`src/rtl/counter_sched.sv`:
```
// Round-robin scheduler that lends one CW-bit up-counter to NREQ requesters.
// Define COUNTER_SCHED_ABORT_EN to add a synchronous abort input for the COUNT state.
module counter_sched #(
    parameter int NREQ = 4,
    parameter int CW   = 4,
    parameter int IDW  = 2
) (
    input  logic               clock,
    input  logic               reset,
    input  logic               enable,
`ifdef COUNTER_SCHED_ABORT_EN
    input  logic               abort,
`endif
    input  logic [NREQ-1:0]    req_valid,
    input  logic [NREQ*CW-1:0] req_count,
    output logic [NREQ-1:0]    req_ready,
    output logic [NREQ-1:0]    done,
    output logic               busy,
    output logic [IDW-1:0]     grant_id,
    output logic [CW-1:0]      count_out
);

    typedef enum logic [1:0] {S_IDLE, S_COUNT, S_DONE} state_t;

    state_t            state_q, state_d;
    logic [CW-1:0]     count_q, count_d;
    logic [CW-1:0]     target_q, target_d;
    logic [IDW-1:0]    grant_q, grant_d;
    logic [IDW-1:0]    rr_q, rr_d;
    logic              busy_q, busy_d;
    logic [NREQ-1:0]   done_q, done_d;
    logic              found;
    logic [IDW-1:0]    winner;
    logic              abort_w;

`ifdef COUNTER_SCHED_ABORT_EN
    assign abort_w = abort;
`else
    assign abort_w = 1'b0;
`endif

    // Search starts at rr_q and wraps, so the most recent owner is considered last.
    always_comb begin
        found  = 1'b0;
        winner = '0;
        for (int k = 0; k < NREQ; k++) begin
            if (!found && req_valid[(int'(rr_q) + k) % NREQ]) begin
                found  = 1'b1;
                winner = IDW'((int'(rr_q) + k) % NREQ);
            end
        end
    end

    always_comb begin
        req_ready = '0;
        if (!reset && state_q == S_IDLE && found)
            req_ready[winner] = 1'b1;
    end

    always_comb begin
        state_d  = state_q;
        count_d  = count_q;
        target_d = target_q;
        grant_d  = grant_q;
        rr_d     = rr_q;
        busy_d   = busy_q;
        done_d   = '0;
        case (state_q)
            S_IDLE: begin
                if (found) begin
                    target_d = req_count[int'(winner)*CW +: CW];
                    grant_d  = winner;
                    count_d  = '0;
                    busy_d   = 1'b1;
                    rr_d     = IDW'((int'(winner) + 1) % NREQ);
                    state_d  = S_COUNT;
                end
            end
            S_COUNT: begin
                if (abort_w) begin
                    state_d = S_IDLE;
                    busy_d  = 1'b0;
                    count_d = '0;
                end else if (enable) begin
                    if (count_q == target_q) begin
                        state_d         = S_DONE;
                        done_d[grant_q] = 1'b1;
                    end else begin
                        count_d = count_q + 1'b1;
                    end
                end
            end
            S_DONE: begin
                state_d = S_IDLE;
                busy_d  = 1'b0;
            end
            default: state_d = S_IDLE;
        endcase
    end

    always_ff @(posedge clock or posedge reset) begin
        if (reset) begin
            state_q  <= S_IDLE;
            count_q  <= '0;
            target_q <= '0;
            grant_q  <= '0;
            rr_q     <= '0;
            busy_q   <= 1'b0;
            done_q   <= '0;
        end else begin
            state_q  <= state_d;
            count_q  <= count_d;
            target_q <= target_d;
            grant_q  <= grant_d;
            rr_q     <= rr_d;
            busy_q   <= busy_d;
            done_q   <= done_d;
        end
    end

    assign done      = done_q;
    assign busy      = busy_q;
    assign grant_id  = grant_q;
    assign count_out = count_q;

endmodule
```
`config.mk`:
```
export PLATFORM = sky130hd
export DESIGN_NAME = counter_sched
export DESIGN_NICKNAME = d
export VERILOG_FILES = /design/src/rtl/counter_sched.sv
export SDC_FILE = /design/constraint.sdc
export NUM_CORES = 1
export LEC_CHECK = 0
export ABC_AREA = 1
export ABC_CLOCK_PERIOD_IN_PS = 1500
export BUFFER_PORTS_ARGS = -buffer_cell sky130_fd_sc_hd__buf_2
export CAP_MARGIN = 5
export CORE_ASPECT_RATIO = 1.5
export CORE_MARGIN = 4
export CORE_UTILIZATION = 47
export CTS_CLUSTER_SIZE = 14
export DETAILED_ROUTE_END_ITERATION = 8
export MAX_ROUTING_LAYER = met4
export PLACE_DENSITY = 0.76
export SLEW_MARGIN = 15
export SYNTH_ARGS = -nofsm -noshare
export SYNTH_HDL_FRONTEND = slang
export SYNTH_SLANG_ARGS = --single-unit
```
`constraint.sdc`:
```
create_clock -name clock -period 1.5 [get_ports clock]
set_input_delay 0.15 -clock clock [delete_from_list [all_inputs] [get_ports clock]]
set_output_delay 0.15 -clock clock [all_outputs]
set_load 0.02 [all_outputs]
```
# [Word level (Yosys, flattened, before mapping)]
# Index checks and enable logic that the tools add are counted.
[word_totals] wordCells=89 out_inout_bits=15 regBits=19
[op_classes] magnitude_cmp=8 n_reduce_logical=21 addsub=5 bitwise_logic=3 n_eq_ne=7 mux=37 n_shift=1
[op_table] op="2-to-1 mux 4 bit" count=7
[op_table] op="indexed part select 16 x 5 -> 4 bit" count=1
[op_table] op="2-to-1 mux 1 bit" count=14
[op_table] op="2-to-1 mux 2 bit" count=7
[op_table] op="less-than comparator 3 x 4 -> 1 bit, second input constant" count=3
[op_table] op="less-than comparator 2 x 3 -> 1 bit, second input constant" count=3
[op_table] op="binary-select mux 1 bit (select 2 bit)" count=4
[op_table] op="inequality test 2 bit, second input constant" count=4
[op_table] op="one-hot mux 4 bit (2 select lines)" count=1
[op_table] op="logical AND 1 bit" count=7
[op_table] op="OR reduction 2 bit" count=3
[op_table] op="adder 2 x 1 -> 2 bit, second input constant" count=2
[op_table] op="adder 2 bit, second input constant" count=2
[op_table] op="adder 4 x 1 -> 4 bit, second input constant" count=1
[op_table] op="demux 1 bit (select 2 bit)" count=2
[op_table] op="equality test 4 bit" count=1
[op_table] op="greater-or-equal comparator 2 x 1 -> 1 bit, second input constant" count=2
[op_table] op="logical NOT 1 bit" count=4
[op_table] op="one-hot mux 2 bit (2 select lines)" count=1
[op_table] op="AND reduction 2 bit" count=2
[op_table] op="AND reduction 4 bit" count=1
[op_table] op="nonzero test 2 bit" count=2
[op_table] op="AND 1 bit, first input constant" count=3
[op_table] op="AND reduction 3 bit" count=1
[op_table] op="4 further kinds" count=4

# [Longest topological paths before layout]
# Gate-level depths: netlist (run 1).
[depth] ltp_word=19 depth_mapped=16 ltp_nobuf=15

# [Least setup slack after synthesis (run 1)]
# Ideal clock, no wire load.
[synth_path] kind="reg-to-output" startpoint="register rr_q[0]" endpoint="output port req_ready[2]" slack_ps=-491 t_required_ps=1350 arrival_ps=1841 path_stages_with_launch=11 path_buffers=1 path_cell_list="dfrtp_1 > buf_6 > nand2_2 > nand2_4 > o21ai_2 > inv_1 > nand3_1 > nand2_2 > clkinv_4 > nand2_2 > nor3_1"
[synth_via] elab_chain_len=17
[synth_lines] element="start, declared" line_no="29" rtl="logic [IDW-1:0] rr_q, rr_d;"
[synth_lines] element="start signal, assigned" line_no="115" rtl="rr_q <= rr_d;"
[synth_lines] element="adder 2 x 1 -> 2 bit / binary-select mux 1 bit (select 2 bit) (equally long branches)" line_no="47, 49"
[synth_lines] element="binary-select mux 1 bit (select 2 bit) / 2-to-1 mux 1 bit (equally long branches)" line_no="47" rtl="if (!found && req_valid[(int'(rr_q) + k) % NREQ]) begin"
[synth_lines] element="2-to-1 mux 1 bit (implied by the code)" line_no="47"
[synth_lines] element="2-to-1 mux 1 bit (implied by the code) / logical NOT 1 bit (equally long branches)" line_no="47"
[synth_lines] element="logical AND 1 bit" line_no="47"
[synth_lines] element="2-to-1 mux 1 bit" line_no="47"
[synth_lines] element="logical NOT 1 bit" line_no="47"
[synth_lines] element="logical AND 1 bit" line_no="47"
[synth_lines] element="2-to-1 mux 1 bit" line_no="47"
[synth_lines] element="logical NOT 1 bit" line_no="47"
[synth_lines] element="logical AND 1 bit" line_no="47"
[synth_lines] element="2-to-1 mux 2 bit" line_no="47"
[synth_lines] element="less-than comparator 2 x 3 -> 1 bit (implied by the code) / greater-or-equal comparator 2 x 1 -> 1 bit (equally long branches)" line_no="57" rtl="req_ready[winner] = 1'b1;"
[synth_lines] element="logical AND 1 bit (implied by the code)" line_no="57"
[synth_lines] element="2-to-1 mux 1 bit (implied by the code)" line_no="57"
[synth_lines] element="demux 1 bit (select 2 bit)" line_no="57"
[synth_lines] element="2-to-1 mux 4 bit *" line_no="56" rtl="if (!reset && state_q == S_IDLE && found)"
[synth_lines] element="end, declared" line_no="16" rtl="output logic [NREQ-1:0] req_ready,"
# Every way passes the cells marked *; elsewhere a longest branch is shown, timed or not. The select of a mux whose other input is x is not followed.

# [Final worst setup path (run 1)]
# Ends and elaborated chain as after synthesis.

==> results.json, run 1 <==
{
  "synth_flop_cell": "dfrtp_1",
  "core_um2": 2760,
  "clk_path_buf_depth": 2,
  "leakage_nw": 1.14,
  "synth_area_um2": 1390,
  "crit_slowest_cell": "dfrtp_2",
  "grt_pass1_vias": 1495,
  "max-slew-margin-rel_pct": 84.1,
  "rr_endpoint": "target_q[2]",
  "utilization_pct": 75.4,
  "seq_area_frac_synth_pct": 34.3,
  "antenna_found_initial": 0,
  "drive_above_1_share_pct": 49.1,
  "vdd_drop_max_uv": 1760,
  "synth-seq-cells": 19,
  "layout_commonest_cell": "nand2_1",
  "hold_viol": 0,
  "violations": "setup timing",
  "die_h_um": 74.5,
  "numCtsBuffers": 3,
  "routed_wl_um": 3940,
  "path_delay_family": "simple AND/OR/NAND/NOR gates",
  "p_int_w": 0.00289,
  "setup.worst_path.class": "reg -> out",
  "swShare_pct": 50.5,
  "seqPwrFrac_pct": 15.0,
  "fillers": 234,
  "path_buf_inv": 3,
  "viasPerCell": 5.04,
  "avgRoutedWirePerCell_um": 13.0,
  "cp_data_arrival_time_ns": 1.97,
  "cts_sinks": 19,
  "yosys.cell_types.count": 28,
  "vias": 1522,
  "cts_tree": "done",
  "avgSynthCellArea_um2": 7.18,
  "place_hpwl_um": 2790,
  "drc_errors": 0,
  "finalSetupViolations": 18,
  "grt_overflow": 0,
  "powerDensity_nw_per_um2": 2800,
  "place.gp.congestion": 0.784,
  "mostFrequentLayoutCells": "nand2_1 (64), buf_2 (33), buf_4 (27)",
  "drv_cap": 0,
  "crit_top_cell": "nand2_1",
  "grt_use_total_pct": 21.9,
  "cp_cell_sequence": "inv_2, nand2_1, nand2_4, nand2_1, nand2_1, nor2_1, nor2_2, nand2_4, nand2_8, inv_6, nor3_4, buf_6",
  "synthArstFlopShare_pct": 100,
  "area_growth_pct": 50.3,
  "antenna_cells": 0,
  "power.net_switching_w": 0.00294,
  "firstDrtPassIters": 4,
  "rsz0062_at_grt": "true",
  "end_kind": "output port",
  "dr.first_iter.drc_count": 36,
  "die_area_um2": 3900,
  "holdBufCountCts": 0,
  "ant_nets": 0,
  "clk_pin_slew_ns": 0.07,
  "cts-root-buf": "clkbuf_8",
  "hold_slack_ns": 0.0686,
  "die_w_um": 52.3,
  "setup.worst_path.start_class": "register",
  "grt_start_max_net_pins": 20,
  "syn-num-nets": 217,
  "initial_core_util_pct": 50.1,
  "ios": 38,
  "clock_skew_ns": 0.00481,
  "grt_first_pass_wirelength_um": 6200,
  "synth_edf_count": 0,
  "fin_crit_sh_pct": 141,
  "layout_setup_ws_ns": -0.618,
  "crit-reg2reg-launch": "rr_q[0]",
  "crit_fanout": 5,
  "htree_levels": 1,
  "port-buffer-count": 37,
  "rows": 23,
  "clockPowerShare_pct": 6.1,
  "finalWorstPathRequiredPeriod_ns": 2.12,
  "r2r_setup_slack_ns": -0.50,
  "p_comb_share_pct": 79.0,
  "cp_data_required_time_ns": 1.35,
  "outcome": "complete, but fails checks",
  "insertion_delay_ns": 0.26,
  "hp-class": "in -> async",
  "nNetsFinal": 290,
  "r2r_cells": 16,
  "synth_cells": 193,
  "worst_pin_slew_ns": 0.238,
  "slew_violations": 0,
  "fmax_mhz": 472,
  "critPathMaxStageDelay_ns": 0.46,
  "yosysWarnings": 0
}
==> synthesized netlist by cell type (2+ instances only) <==
cell | count | area, um2
nor2_1 | 13 | 48.8
a21oi_1 | 2 | 10.0
nand2_4 | 6 | 67.6
xor2_1 | 5 | 43.8
nand2_2 | 14 | 87.6
nor3_1 | 3 | 15.0
nand3_1 | 16 | 80.1
inv_2 | 3 | 11.3
nand4_1 | 2 | 12.5
inv_1 | 14 | 52.6
dfrtp_1 | 19 | 475
o21ai_0 | 5 | 25.0
nand3_2 | 4 | 40.0
nand2_1 | 73 | 274
==> flip-flops by register name, indices dropped and copies added, names as in the netlist <==
name and count:
grant_id 2, target_q 4, state_q 2, busy 1
count_out 4, rr_q 2, done 4
==> power groups by stage <==
stage | registers [W] | clock network, W | logic [W]
6_report | 0.000872 | 0.000354 | 0.00460
5_1_grt | 0.000900 | 0.000381 | 0.00503
2_1_floorplan | 0.000952 | 0 | 0.00255
3_5_place_dp | 0.000855 | 0 | 0.00381
4_1_cts | 0.000848 | 0.000361 | 0.00413
3_3_place_gp | 0.000853 | 0 | 0.00375
==> metrics by stage <==
step                      area (um2)  setup slack, ns  setup TNS (ns)  total power [W]  instances
after global placement          1850           -0.311           -3.37          0.00461        288
after CTS                       1980           -0.590           -5.13          0.00534        296
after detailed placement        1850           -0.361           -3.88          0.00467        288
final                           2080           -0.618           -6.37          0.00583        302
after floorplan                 1460           -0.242           -1.99          0.00350        193
after global routing            2080           -0.739           -8.47          0.00631        302
==> cell families after synthesis <==
group                    Yosys count  synth area share (%)
AND/OR/NAND/NOR                  136                  49.2
buffers and inverters             20                  7.14
flip-flops                        19                  34.3
AO/OA/AOI/OAI                     12                  5.24
XOR/XNOR                           5                  3.16
adder cells (fa/ha/maj)            1                 0.903
==> final cells by class <==
| cell class | instances | area [um2] | area share, % |
|---|---|---|---|
| multi-input cells | 154 | 942 | 45.3 |
| repair buffers | 69 | 478 | 23.0 |
| inverters | 18 | 80.1 | 3.85 |
| clock inverters | 1 | 5.00 | 0.240 |
| flip-flops and latches | 19 | 482 | 23.1 |
| clock buffers | 3 | 41.3 | 1.98 |
| well taps | 37 | 46.3 | 2.22 |
| repair inverters | 1 | 7.51 | 0.361 |
==> repair_timing <==
item / 4_1_cts / 5_1_grt
resized for setup: 14 / 19
setup buffers: 4 / 5
cloned: 0 / 1
pin swaps: 3 / 6
setup endpoints to repair: 18 / 18
==> worst min-delay path: stages <==
cell,delay (ns)
buf_2,0.09
inv_1,0.16
buf_4,0.30
==> worst max path at each step <==
stage              endpoint    start  slack (ns)  cells after the start
2_1_floorplan  req_ready[2]  rr_q[1]       -0.24                     12
3_3_place_gp   req_ready[0]  rr_q[0]       -0.31                     11
3_5_place_dp   req_ready[0]  rr_q[0]       -0.36                     11
4_1_cts        req_ready[0]  rr_q[0]       -0.59                     11
5_1_grt        req_ready[2]  rr_q[0]       -0.74                     10
6_report       req_ready[2]  rr_q[0]       -0.62                     12
==> routing by layer <==
| layer | GRT usage [%] | share of wire [%] | vias to the layer above |
|---|---|---|---|
| met4 | 8.81 | 2.4 | 0 |
| met3 | 3.21 | 4.0 | 11 |
| met1 | 21.6 | 35 | 726 |
| li1 | - | - | 750 |
| met5 | - | 0 | - |
| met2 | 41.6 | 59 | 35 |
No activity file was read; power rests on OpenSTA's default activity.
==> run 2, diff against run 1 <==
--- a/config.mk
+++ b/config.mk
@@ -11,11 +11,11 @@
 export CAP_MARGIN = 5
 export CORE_ASPECT_RATIO = 1.5
 export CORE_MARGIN = 4
-export CORE_UTILIZATION = 47
+export CORE_UTILIZATION = 45
 export CTS_CLUSTER_SIZE = 14
 export DETAILED_ROUTE_END_ITERATION = 8
 export MAX_ROUTING_LAYER = met4
-export PLACE_DENSITY = 0.76
+export PLACE_DENSITY = 0.73
 export SLEW_MARGIN = 15
 export SYNTH_ARGS = -nofsm -noshare
 export SYNTH_HDL_FRONTEND = slang
==> results.json, run 2 (synthesis gave the netlist of run 1 again) <==
{
  "drc_errors": 0,
  "fmax_mhz": 466,
  "routed_wl_um": 4200,
  "layout_setup_ws_ns": -0.646,
  "finalNonFillerCells": 307,
  "p_int_w": 0.00305,
  "antenna_found_initial": 0,
  "fin_crit_sh_pct": 143,
  "place.gp.congestion": 0.773,
  "grt_pass1_vias": 1558,
  "clockPowerShare_pct": 6.0,
  "numCtsBuffers": 3,
  "grt_overflow": 0,
  "area_growth_pct": 56.5,
  "leakage_nw": 1.17,
  "mostFrequentLayoutCells": "nand2_1 (57), buf_2 (33), buf_4 (26)",
  "hold_viol": 0,
  "end_kind": "output port",
  "avgRoutedWirePerCell_um": 13.7,
  "antenna_cells": 0,
  "initial_core_util_pct": 47.1,
  "p_total_w": 0.00612,
  "insertion_delay_ns": 0.26,
  "clk_pin_slew_ns": 0.07,
  "rows": 24,
  "die_area_um2": 4050,
  "viasPerCell": 5.01,
  "finalSetupViolations": 18,
  "finalWorstPathRequiredPeriod_ns": 2.15,
  "htree_levels": 1,
  "power.net_switching_w": 0.00307,
  "drv_cap": 0,
  "clock_skew_ns": 0.000669,
  "clk_path_buf_depth": 2,
  "utilization_pct": 73.7,
  "cts_sinks": 19,
  "dp.cells": 292,
  "cp_data_required_time_ns": 1.35,
  "dr.first_iter.drc_count": 19,
  "cts-root-buf": "clkbuf_8",
  "die_h_um": 75.9,
  "max-slew-margin-rel_pct": 83.2,
  "setup.worst_path.class": "reg -> out",
  "firstDrtPassIters": 4,
  "crit_fanout": 5,
  "rsz0062_at_grt": "true",
  "grt_start_max_net_pins": 20,
  "drive_above_1_share_pct": 53.4,
  "cts_tree": "done",
  "cp_data_arrival_time_ns": 2.00,
  "seq_area_um2": 482,
  "seqPwrFrac_pct": 14.5,
  "slew_violations": 0,
  "ant_nets": 0,
  "p_comb_share_pct": 79.5,
  "ios": 38,
  "vdd_drop_max_uv": 1800,
  "swShare_pct": 50.2,
  "nNetsFinal": 293,
  "multi_input_area_um2": 986,
  "layout_commonest_cell": "nand2_1",
  "powerDensity_nw_per_um2": 2820,
  "place_hpwl_um": 2900,
  "port-buffer-count": 37,
  "hp-class": "in -> async",
  "outcome": "complete, but fails checks",
  "fillers": 219,
  "vias": 1538,
  "core_um2": 2940,
  "worst_pin_slew_ns": 0.251,
  "grt_use_total_pct": 22.1,
  "holdBufCountCts": 0,
  "grt_first_pass_wirelength_um": 6530,
  "die_w_um": 53.3,
  "setup.worst_path.start_class": "register",
  "violations": "setup timing"
}
[run 2: cell count changes in the layout (fill, tap and decap cells not counted), sizes merged]
cell  before  now
buf       69   72
[run 2: per-stage QoR]
stage               setup WS, ns  TNS, ns  area, um2  hold WS [ns]
finish                    -0.646    -6.54       2170        0.0806
global route              -0.707    -8.11       2170         0.106
CTS                       -0.579    -5.07       2080        0.0950
detailed placement        -0.358    -4.14       1880         0.370
global placement          -0.351    -3.54       1880         0.366
floorplan                 -0.242    -1.99       1460         0.164
[run 2: path summary, 6_finish.rpt]
path                               from      endpoint  slack (ns)  depth (start not counted)
worst max-delay path            rr_q[0]  req_ready[2]       -0.65                         11
worst min-delay path              reset   grant_id[1]        0.08                          3
min in group clock               enable       done[2]        0.18                          3
max in group asynchronous         reset       rr_q[0]        1.20                          3
worst min register to register     busy          busy        0.49                          2
worst max register to register  rr_q[0]   target_q[1]       -0.48                         15
[run 2: final cells by class]
cell class                      instances  area share [%]
Clock buffer                            3            1.90
Sequential cell                        19            22.2
Inverter                               18            3.81
Timing Repair Buffer                   72            23.8
Tap cell                               39            2.25
Timing Repair inverter                  1           0.346
Clock inverter                          1           0.231
Multi-Input combinational cell        154            45.5
[run 2: what timing repair did]
item	4_1_cts	5_1_grt
setup buffers	8	5
setup endpoints to repair	18	18
gates cloned	1	0
pin swaps	5	6
resized for setup	35	17
[run 2: per-layer routing]
layer,GRT usage (%),wire length (um)
met1,22.0,1500
met2,38.9,2460
met3,3.53,80
met4,11.5,157
met5,-,0
[run 2: power by group through the flow]
| stage | clock network, W | registers (W) | logic, W |
|---|---|---|---|
| 5_1_grt | 0.000401 | 0.000913 | 0.00528 |
| 4_1_cts | 0.000367 | 0.000866 | 0.00445 |
| 3_3_place_gp | 0 | 0.000851 | 0.00391 |
| 2_1_floorplan | 0 | 0.000952 | 0.00255 |
| 3_5_place_dp | 0 | 0.000854 | 0.00397 |
| 6_report | 0.000365 | 0.000890 | 0.00487 |
[run 2: worst max-delay path, cell delays in order, from the launching register on]
cell and delay, ns:
dfrtp_2 0.45, clkinvlp_4 0.16, nand2_2 0.11, nand2_4 0.07, nand2_1 0.07, nand2_1 0.10, a21oi_2 0.17, nand2_2 0.12
nand2_8 0.12, inv_4 0.05, nor3_4 0.17, buf_6 0.14
